## config.mk

```make
export PLATFORM = sky130hd
export DESIGN_NAME = multicycle_control_fsm
export DESIGN_NICKNAME = d
export VERILOG_FILES = /design/src/rtl/multicycle_control_fsm.sv
export SDC_FILE = /design/constraint.sdc
export NUM_CORES = 1
export LEC_CHECK = 0
export BUFFER_PORTS_ARGS = -buffer_cell sky130_fd_sc_hd__buf_2
export CORE_ASPECT_RATIO = 0.9
export CORE_MARGIN = 4
export CORE_UTILIZATION = 49
export CTS_CLUSTER_DIAMETER = 40
export DETAILED_ROUTE_END_ITERATION = 6
export PLACE_DENSITY = 0.86
export SLEW_MARGIN = 10
export SYNTH_ARGS = -nofsm -noshare
export SYNTH_HDL_FRONTEND = slang
export SYNTH_SLANG_ARGS = --single-unit
```

## constraint.sdc

```tcl
create_clock -name clk -period 2.4 [get_ports clk]
set_input_delay 0.12 -clock clk [delete_from_list [all_inputs] [get_ports clk]]
set_output_delay 0.12 -clock clk [all_outputs]
set_load 0.03 [all_outputs]
```

## src/rtl/multicycle_control_fsm.sv

```systemverilog
// Purpose: multicycle RV32I control unit, a Moore FSM sequencing fetch/decode/execute/writeback.
// Latency: control outputs follow the current state, and FETCH also follows mem_ready_i. An instruction takes 3-5 cycles plus memory waits.
// Backpressure: FETCH, MEMREAD and MEMWRITE hold until mem_ready_i is sampled high.
//
// Ports:
//   clk, rst       : single rising-edge clock; asynchronous active-high reset
//   opcode_i[6:0]  : opcode field of the registered instruction (captured in DECODE)
//   mem_ready_i    : memory has completed the current request
//   mem_req_o, mem_write_o, adr_src_o, ir_write_o, pc_update_o, branch_o, reg_write_o
//   result_src_o[1:0], alu_src_a_o[1:0], alu_src_b_o[1:0], alu_op_o[1:0], imm_src_o[2:0]
//   state_o[3:0]   : current state. States are encoded 0..15 in the order FETCH, DECODE,
//                    MEMADR, MEMREAD, MEMWB, MEMWRITE, EXECR, EXECI, ALUWB, BRANCH,
//                    JAL, JALR, LINK, LUI, AUIPC, TRAP.
//   retired_o      : retired-instruction count (wraps)
//   wait_cnt_o     : wait cycles spent in the current/last memory access (saturates)
//   illegal_o      : sticky illegal-opcode flag (trap build only)
//
// Build option: define ILLEGAL_TRAP_EN to send illegal opcodes to a TRAP state that
// holds until reset. When it is undefined, illegal opcodes retire as a NOP.
module multicycle_control_fsm #(
  parameter int CNT_W  = 32,
  parameter int WAIT_W = 4
) (
  input  logic              clk,
  input  logic              rst,
  input  logic [6:0]        opcode_i,
  input  logic              mem_ready_i,
  output logic              mem_req_o,
  output logic              mem_write_o,
  output logic              adr_src_o,
  output logic              ir_write_o,
  output logic              pc_update_o,
  output logic              branch_o,
  output logic              reg_write_o,
  output logic [1:0]        result_src_o,
  output logic [1:0]        alu_src_a_o,
  output logic [1:0]        alu_src_b_o,
  output logic [1:0]        alu_op_o,
  output logic [2:0]        imm_src_o,
  output logic [3:0]        state_o,
  output logic [CNT_W-1:0]  retired_o,
  output logic [WAIT_W-1:0] wait_cnt_o,
  output logic              illegal_o
);

  // State encoding
  localparam logic [3:0] S_FETCH    = 4'd0;
  localparam logic [3:0] S_DECODE   = 4'd1;
  localparam logic [3:0] S_MEMADR   = 4'd2;
  localparam logic [3:0] S_MEMREAD  = 4'd3;
  localparam logic [3:0] S_MEMWB    = 4'd4;
  localparam logic [3:0] S_MEMWRITE = 4'd5;
  localparam logic [3:0] S_EXECR    = 4'd6;
  localparam logic [3:0] S_EXECI    = 4'd7;
  localparam logic [3:0] S_ALUWB    = 4'd8;
  localparam logic [3:0] S_BRANCH   = 4'd9;
  localparam logic [3:0] S_JAL      = 4'd10;
  localparam logic [3:0] S_JALR     = 4'd11;
  localparam logic [3:0] S_LINK     = 4'd12;
  localparam logic [3:0] S_LUI      = 4'd13;
  localparam logic [3:0] S_AUIPC    = 4'd14;
`ifdef ILLEGAL_TRAP_EN
  localparam logic [3:0] S_TRAP     = 4'd15;
`endif

  // Opcodes
  localparam logic [6:0] OP_LOAD  = 7'b0000011;
  localparam logic [6:0] OP_STORE = 7'b0100011;
  localparam logic [6:0] OP_R     = 7'b0110011;
  localparam logic [6:0] OP_I     = 7'b0010011;
  localparam logic [6:0] OP_BR    = 7'b1100011;
  localparam logic [6:0] OP_JAL   = 7'b1101111;
  localparam logic [6:0] OP_JALR  = 7'b1100111;
  localparam logic [6:0] OP_LUI   = 7'b0110111;
  localparam logic [6:0] OP_AUIPC = 7'b0010111;

  localparam logic [WAIT_W-1:0] WAIT_MAX = {WAIT_W{1'b1}};
  localparam logic [WAIT_W-1:0] WAIT_ONE = {{(WAIT_W-1){1'b0}}, 1'b1};
  localparam logic [CNT_W-1:0]  CNT_ONE  = {{(CNT_W-1){1'b0}}, 1'b1};

  logic [3:0]        state_q,    state_d;
  logic [6:0]        opcode_q,   opcode_d;
  logic [CNT_W-1:0]  retired_q,  retired_d;
  logic [WAIT_W-1:0] wait_cnt_q, wait_cnt_d;

  // States that issue a memory request and stall on mem_ready_i.
  function automatic logic is_mem_state(input logic [3:0] s);
    return (s == S_FETCH) || (s == S_MEMREAD) || (s == S_MEMWRITE);
  endfunction

  // ---------------------------------------------------------------------------
  // Next-state logic
  // ---------------------------------------------------------------------------
  always_comb begin
    state_d  = state_q;
    opcode_d = opcode_q;
    case (state_q)
      S_FETCH: begin
        if (mem_ready_i) state_d = S_DECODE;
      end
      S_DECODE: begin
        // Later states (MEMADR) steer on this captured copy, not the live input.
        opcode_d = opcode_i;
        case (opcode_i)
          OP_LOAD, OP_STORE: state_d = S_MEMADR;
          OP_R:              state_d = S_EXECR;
          OP_I:              state_d = S_EXECI;
          OP_BR:             state_d = S_BRANCH;
          OP_JAL:            state_d = S_JAL;
          OP_JALR:           state_d = S_JALR;
          OP_LUI:            state_d = S_LUI;
          OP_AUIPC:          state_d = S_AUIPC;
`ifdef ILLEGAL_TRAP_EN
          default:           state_d = S_TRAP;
`else
          // Unknown opcode retires as a NOP.
          default:           state_d = S_FETCH;
`endif
        endcase
      end
      S_MEMADR: begin
        state_d = (opcode_q == OP_LOAD) ? S_MEMREAD : S_MEMWRITE;
      end
      S_MEMREAD: begin
        if (mem_ready_i) state_d = S_MEMWB;
      end
      S_MEMWRITE: begin
        if (mem_ready_i) state_d = S_FETCH;
      end
      S_EXECR, S_EXECI, S_JAL, S_AUIPC: begin
        state_d = S_ALUWB;
      end
      S_JALR: begin
        state_d = S_LINK;
      end
      S_MEMWB, S_ALUWB, S_BRANCH, S_LINK, S_LUI: begin
        state_d = S_FETCH;
      end
`ifdef ILLEGAL_TRAP_EN
      S_TRAP: begin
        // Only reset leaves TRAP.
        state_d = S_TRAP;
      end
`endif
      default: begin
        state_d = S_FETCH;
      end
    endcase
  end

  // ---------------------------------------------------------------------------
  // Counters
  // ---------------------------------------------------------------------------
  always_comb begin
    wait_cnt_d = wait_cnt_q;
    retired_d  = retired_q;

    if (is_mem_state(state_q) && !mem_ready_i && (wait_cnt_q != WAIT_MAX)) begin
      wait_cnt_d = wait_cnt_q + WAIT_ONE;
    end
    // Entering a memory state starts a fresh count. A stalled state never changes,
    // so this cannot collide with the increment above.
    if (is_mem_state(state_d) && (state_d != state_q)) begin
      wait_cnt_d = '0;
    end

    // Every return to FETCH comes from a terminal state, so it marks one retirement.
    if ((state_d == S_FETCH) && (state_q != S_FETCH)) begin
      retired_d = retired_q + CNT_ONE;
    end
  end

  always_ff @(posedge clk or posedge rst) begin
    if (rst) begin
      state_q    <= S_FETCH;
      opcode_q   <= '0;
      retired_q  <= '0;
      wait_cnt_q <= '0;
    end else begin
      state_q    <= state_d;
      opcode_q   <= opcode_d;
      retired_q  <= retired_d;
      wait_cnt_q <= wait_cnt_d;
    end
  end

`ifdef ILLEGAL_TRAP_EN
  logic illegal_q, illegal_d;

  always_comb begin
    illegal_d = illegal_q;
    if (state_d == S_TRAP) illegal_d = 1'b1;
  end

  always_ff @(posedge clk or posedge rst) begin
    if (rst) begin
      illegal_q <= 1'b0;
    end else begin
      illegal_q <= illegal_d;
    end
  end

  assign illegal_o = illegal_q;
`else
  assign illegal_o = 1'b0;
`endif

  // ---------------------------------------------------------------------------
  // Moore output decode (FETCH additionally gates IR/PC writes on mem_ready_i)
  // operand A: 00 PC, 01 OldPC, 10 rd1
  // operand B: 00 rd2, 01 imm, 10 const 4
  // result:    00 ALUOut, 01 Data, 10 ALUResult, 11 ImmExt
  // alu_op:    00 add, 01 sub, 10 funct-decoded
  // ---------------------------------------------------------------------------
  always_comb begin
    mem_req_o    = 1'b0;
    mem_write_o  = 1'b0;
    adr_src_o    = 1'b0;
    ir_write_o   = 1'b0;
    pc_update_o  = 1'b0;
    branch_o     = 1'b0;
    reg_write_o  = 1'b0;
    result_src_o = 2'b00;
    alu_src_a_o  = 2'b00;
    alu_src_b_o  = 2'b00;
    alu_op_o     = 2'b00;
    case (state_q)
      S_FETCH: begin
        mem_req_o    = 1'b1;
        alu_src_b_o  = 2'b10;
        result_src_o = 2'b10;
        ir_write_o   = mem_ready_i;
        pc_update_o  = mem_ready_i;
      end
      S_DECODE: begin
        // OldPC + imm: branch target precomputed speculatively.
        alu_src_a_o = 2'b01;
        alu_src_b_o = 2'b01;
      end
      S_MEMADR: begin
        alu_src_a_o = 2'b10;
        alu_src_b_o = 2'b01;
      end
      S_EXECI: begin
        alu_src_a_o = 2'b10;
        alu_src_b_o = 2'b01;
        alu_op_o    = 2'b10;
      end
      S_MEMREAD: begin
        mem_req_o = 1'b1;
        adr_src_o = 1'b1;
      end
      S_MEMWRITE: begin
        mem_req_o   = 1'b1;
        adr_src_o   = 1'b1;
        mem_write_o = 1'b1;
      end
      S_MEMWB: begin
        result_src_o = 2'b01;
        reg_write_o  = 1'b1;
      end
      S_EXECR: begin
        alu_src_a_o = 2'b10;
        alu_op_o    = 2'b10;
      end
      S_ALUWB: begin
        reg_write_o = 1'b1;
      end
      S_BRANCH: begin
        alu_src_a_o = 2'b10;
        alu_op_o    = 2'b01;
        branch_o    = 1'b1;
      end
      S_JAL: begin
        alu_src_a_o = 2'b01;
        alu_src_b_o = 2'b10;
        pc_update_o = 1'b1;
      end
      S_JALR: begin
        alu_src_a_o  = 2'b10;
        alu_src_b_o  = 2'b01;
        result_src_o = 2'b10;
        pc_update_o  = 1'b1;
      end
      S_LINK: begin
        alu_src_a_o  = 2'b01;
        alu_src_b_o  = 2'b10;
        result_src_o = 2'b10;
        reg_write_o  = 1'b1;
      end
      S_LUI: begin
        result_src_o = 2'b11;
        reg_write_o  = 1'b1;
      end
      S_AUIPC: begin
        alu_src_a_o = 2'b01;
        alu_src_b_o = 2'b01;
      end
      default: begin
        // TRAP (and unreachable codes): every control output stays low.
      end
    endcase
  end

  // Immediate format follows the live opcode in every state.
  always_comb begin
    imm_src_o = 3'b000;
    case (opcode_i)
      OP_STORE:                    imm_src_o = 3'b001;
      OP_BR:                       imm_src_o = 3'b010;
      OP_JAL:                      imm_src_o = 3'b011;
      OP_LUI, OP_AUIPC:            imm_src_o = 3'b100;
      default:                     imm_src_o = 3'b000;
    endcase
  end

  assign state_o    = state_q;
  assign retired_o  = retired_q;
  assign wait_cnt_o = wait_cnt_q;

endmodule

```

Yosys cells after proc, flatten, opt, wreduce, memory -nomap -nowiden

Index checks and enable logic that the tools add are counted.

Register bits: 47
Input bits: 10
Output and inout bits: 59
Word-level logic and storage cells: 80

$add $sub $neg: 2
Equality and inequality tests: 28
Muxes and demuxes: 20
Reductions and logical operators: 26

Operator list:

| kind                    | count |
|---|---|
| $add A32 B1 Y32 const B | 1 |
| $pmux W4 S8             | 1 |
| $eq A4 B4 Y1 const B    | 7 |
| $pmux W4 S7             | 1 |
| $eq A7 B6 Y1 const B    | 3 |
| $eq A7 B7 Y1 const B    | 3 |
| $eq A4 B3 Y1 const B    | 5 |
| $mux W4                 | 5 |
| $eq A7 B2 Y1 const B    | 2 |
| $eq A7 B5 Y1 const B    | 2 |
| $eq A4 B2 Y1 const B    | 3 |
| $pmux W2 S2             | 3 |
| $pmux W3 S4             | 1 |
| $reduce_or A4 Y1        | 3 |
| $reduce_or A2 Y1        | 5 |
| $reduce_or A5 Y1        | 2 |
| $reduce_or A3 Y1        | 3 |
| $logic_not A4 Y1        | 2 |
| $mux W1                 | 6 |
| $pmux W2 S3             | 1 |
| $add A4 B1 Y4 const B   | 1 |
| $eq A4 B1 Y1 const B    | 1 |
| $logic_and A1 B1 Y1     | 4 |
| $logic_or A1 B1 Y1      | 4 |
| other kinds (7)         | 7 |

Logic depth before layout (Yosys ltp)

Depth in word-level cells: 9
Gate-level depth with buffers: 10
Mapped depth without buffers: 7

Worst setup path after synthesis

OpenSTA, ideal clock, no wires.

Path kind: register -> register
From: register state_q[3], in the netlist state_o[3]
To: register retired_q[15], in the netlist retired_o[15]
Data arrival time: 2.337 ns
Required time: 2.263 ns
Path slack: -0.074 ns
Cell stages (with the launch flop): 10
Buffers on the path: 2
Period minus slack after synthesis: 2.474 ns
Cell sequence: dfrtp_1 buf_6 nor4b_4 nand2_4 o32a_2 nand4b_4 or2_4 buf_6 nor2_1 xor2_1

Longest elaborated chain between the ends: 5
Elaborated cells on any way between the ends: 18
Those cells by class: 9 x eq/ne; 4 x mux; 5 x reduce/logical

Ends and longest elaborated chain:

| element                                             | line | source |
|---|---|---|
| start: declaration                                  | 81   | `logic [3:0] state_q, state_d;` |
| start signal: assignment                            | 180  | `state_q <= state_d;` |
| $eq A4 B3 Y1 / $eq A4 B4 Y1 (equally long branches) | 97   | `case (state_q)` |
| $reduce_or A4 Y1                                    | 97   |  |
| $pmux W4 S7                                         | 97   |  |
| $logic_not A4 Y1                                    | 168  | `if ((state_d == S_FETCH) && (state_q != S_FETCH)) begin` |
| $logic_and A1 B1 Y1 (*)                             | 168  |  |
| end signal: assignment                              | 182  | `retired_q <= retired_d;` |
| end: declaration                                    | 83   | `logic [CNT_W-1:0] retired_q, retired_d;` |

Every way passes the cells marked *; elsewhere a longest branch is shown, timed or not.
A chain may end at the register's enable or synchronous reset.

Final worst setup path

From: register opcode_q[6]
To: register retired_q[23], in the netlist retired_o[23]

Longest elaborated chain between the ends: 5

Ends and longest elaborated chain:

| element                  | line | source |
|---|---|---|
| start: declaration       | 82   | `logic [6:0] opcode_q, opcode_d;` |
| start signal: assignment | 181  | `opcode_q <= opcode_d;` |
| $eq A7 B2 Y1             | 122  | `state_d = (opcode_q == OP_LOAD) ? S_MEMREAD : S_MEMWRITE;` |
| $mux W3                  | 122  |  |
| $pmux W4 S7              | 97   |  |
| via state_d[2]           | 81   |  |
| $logic_not A4 Y1         | 168  |  |
| $logic_and A1 B1 Y1      | 168  |  |

The timed path passes the listed nets, and every way through them passes these cells.

==> load_flow_metrics.sql <==
INSERT INTO impl_metrics (metric_group, metric, value, unit) VALUES
('synth', 'synth-edff-count', '0', ''),
('outcome', 'violations', 'setup timing', ''),
('floorplanning', 'boundaryPins', '69', ''),
('clock_network', 'clk_path_buf_depth', '2', ''),
('clock_network', 'cts.root.buffer_cell', 'sky130_fd_sc_hd__clkbuf_8', ''),
('synth', 'synth-main-ff-cell', 'sky130_fd_sc_hd__dfrtp_1', ''),
('placed_design', 'place_hpwl', '4.91', 'mm'),
('worst_setup_path', 'timing.critical_path.cells', 'or4_4, o311ai_4, o221ai_2, nand4b_4, or2_4, buf_12, nor3_4, xor2_1', ''),
('power', 'vdd_drop_max', '0.714', 'mV'),
('layout', 'diode_count', '0', ''),
('global_route', 'grt_pass1_vias', '2369', ''),
('layout', 'final_common_cell', 'sky130_fd_sc_hd__buf_2', ''),
('layout', 'finish.cell_count_without_fillers', '435', ''),
('floorplanning', 'std_cell_rows', '26', ''),
('floorplanning', 'fp.dieW', '88.8', 'microns'),
('sta', 'report.final.slew_viol_count', '0', ''),
('placed_design', 'gpl.final_weighted_congestion', '0.883', ''),
('global_route', 'antenna_found_initial', '0', ''),
('floorplanning', 'die_area', '0.00717', 'sq mm'),
('sta', 'report.final.setup_viol', '10', ''),
('worst_setup_path', 'critPathKind', 'flop to flop', ''),
('worst_setup_path', 'largest_fanout_of_any_net_on_the_critical_path', '9', ''),
('synth', 'netlist_top_cells_area', 'sky130_fd_sc_hd__dfrtp_1 (41%), sky130_fd_sc_hd__xnor2_1 (7.6%), sky130_fd_sc_hd__nand4_1 (3.5%)', ''),
('power', 'leakage', '1.79', 'nW'),
('layout', 'final_nets', '376', ''),
('layout', 'layout.core_utilization', '0.618', ''),
('synth', 'post_synthesis_cell_area', '0.00288', 'sq mm'),
('sta', 'clock-skew-final', '0.0152', 'ns'),
('drt', 'routed_wl', '6.77', 'mm'),
('synth', 'syn_inst', '288', ''),
('sta', 'hold_violation_count_in_the_final_report', '0', ''),
('flow_run', 'count_of_maximum_capacitance_violations', '0', ''),
('layout', 'fraction_of_final_layout_cells_sized_beyond_drive_strength_1', '0.400', ''),
('synth', 'async_reset_ff_frac', '1.00', ''),
('clock_network', 'clkSlewWorstSetupHoldPaths', '0.10', 'ns'),
('sta', 'final_critical_path_setup_slack', '-0.0678', 'ns'),
('synth', 'synth_area_leader_cell', 'sky130_fd_sc_hd__dfrtp_1', ''),
('sta', 'worst_margin_slew', '0.956', 'ns'),
('global_route', 'total_routing_resource_utilization_after_global_routing', '0.191', ''),
('global_route', 'grt-ovfl-total', '0', ''),
('clock_network', 'tritoncts', 'done', ''),
('clock_network', 'cts-hold-fix-buffers', '0', ''),
('clock_network', 'clkLatencyLatePin', '0.31', 'ns'),
('sta', 'grt_setup_unrepaired', 'true', ''),
('sta', 'timing.max_slew.rel_slack', '0.362', ''),
('outcome', 'run_status', 'complete, but fails checks', ''),
('floorplanning', 'floorplan.die.height', '80.8', 'microns'),
('synth', 'synth.net_count', '300', ''),
('drt', 'antenna_left', '0', ''),
('drt', 'route.met2.wl', '3.30', 'mm'),
('synth', 'synth_top_area_frac', '0.408', ''),
('sta', 'max_freq', '0.405', 'GHz'),
('drt', 'remaining_drc_errors', '0', ''),
('drt', 'vias', '2431', ''),
('layout', 'area.growth.synth_to_final', '22.1', '%'),
('worst_setup_path', 'worstPathRequired', '2.61', 'ns'),
('drt', 'post_drt_via_cell_ratio', '5.59', ''),
('clock_network', 'numClockSinks', '47', ''),
('synth', 'yosysWarnings', '0', ''),
('hold_path', 'hold_path_class', 'primary input to async pin', ''),
('worst_setup_path', 'critical_path.max_stage_delay', '0.56', 'ns'),
('drt', 'wl_met1', '3.01', 'mm'),
('worst_setup_path', 'crit_path_end_kind', 'flop', ''),
('clock_network', 'cts.htree.levels', '2', ''),
('drt', 'met3_wire_length', '444', 'microns'),
('floorplanning', 'core_area', '0.00569', 'sq mm'),
('clock_network', 'cts_inserted_buffers', '5', ''),
('worst_setup_path', 'worst_setup_path_start_kind', 'flop', ''),
('sta', 'final_min_period_over_clock_period', '1.03', ''),
('sta', 'fin_tns_setup', '-0.419', 'ns'),
('drt', 'number_of_drc_markers_in_iteration_0', '91', '');
==> metrics by stage <==
step                setup slack (ns)  hold slack, ns  total power, W
global placement              0.0452           0.382         0.00167
finish                       -0.0678          0.0357         0.00221
global route                  -0.157          0.0891         0.00232
CTS                          -0.0228          0.0561         0.00220
detailed placement          -0.00377           0.388         0.00169
floorplan                    0.00421           0.272         0.00148
==> kinds of logic (layout without fill, tap and decap cells) <==
logic type | Yosys count | after routing | share of synthesized area
flip-flops | 47 | 47 | 0.408
adder cells (fa/ha/maj) | 2 | 2 | 0.00868
AO/OA/AOI/OAI | 37 | 37 | 0.0960
buffers and inverters | 24 | 101 | 0.0495
XOR/XNOR | 37 | 37 | 0.115
AND/OR/NAND/NOR | 131 | 131 | 0.287
multiplexers | 9 | 9 | 0.0347
other | 1 | 1 | 0.00130
==> final timing paths <==
check	from	end	slack [ns]	cells past startpoint
setup / recovery	opcode_q[6]$_DFFE_PP0P_	retired_o[23]$_DFFE_PP0P_	-0.07	8
hold / removal	rst	retired_o[5]$_DFFE_PP0P_	0.04	2
setup reg to reg	opcode_q[6]$_DFFE_PP0P_	retired_o[23]$_DFFE_PP0P_	-0.07	8
hold reg to reg	retired_o[20]$_DFFE_PP0P_	retired_o[20]$_DFFE_PP0P_	0.48	1
max in group asynchronous	rst	state_o[2]$_DFF_PP0_	1.70	2
min in group clk	opcode_i[1]	opcode_q[1]$_DFFE_PP0P_	0.09	2
==> timing repair <==
action | 4_1_cts | 5_1_grt
gates cloned | 0 | 0
pin swaps | 2 | 18
setup endpoints to repair | 5 | 26
resized for setup | 0 | 14
setup buffers | 0 | 1
==> sequential cells by signal, indices dropped and copies added (netlist names) <==
signal / cells
state_o: 4
wait_cnt_o: 4
retired_o: 32
opcode_q: 7
==> worst max-delay path: cells and delay by family, from the launching register on <==
family,cells,cell delay (ns)
AND/OR/NAND/NOR,4,1.23
AO/OA/AOI/OAI,2,0.45
flip-flops,1,0.39
XOR/XNOR,1,0.18
buffers and inverters,1,0.16
==> final cells by class <==
type,count,area [sq um]
clock buffers,7,86.3
clock inverters,1,8.76
flip-flops and latches,47,1180
repair buffers,85,499
fillers,457,2180
multi-input cells,217,1620
well taps,70,87.6
inverters,8,30.0
==> power by group <==
part | total (W) | internal (W) | leakage (nW) | switching (W)
clock network | 0.000509 | 0.000238 | 0.0489 | 0.000271
registers | 0.00100 | 0.000887 | 0.612 | 0.000114
logic | 0.000698 | 0.000272 | 1.13 | 0.000426
total | 0.00221 | 0.00140 | 1.79 | 0.000810
==> cells in the mapped netlist, drive strengths merged (3+ instances only) <==
master,instances
o21bai,3
nor4,3
xnor2,26
dfrtp,47
a21o,3
nor2b,4
and3,15
or3,3
o21ai,6
or2b,3
nand3,8
nor2,18
inv,8
nor3,11
nand2b,6
or2,5
buf,6
xor2,11
nand2,26
clkbuf,9
nand4,17
mux2,8
nor3b,3
a21oi,10
==> metal layers <==
layer / track usage / vias to the layer above
met4: 0.0514 / 0
met3: 0.0355 / 2
met1: 0.266 / 1174
li1: - / 1169
met2: 0.308 / 86
met5: 0 / -
No activity file was read; power rests on OpenSTA's default activity.
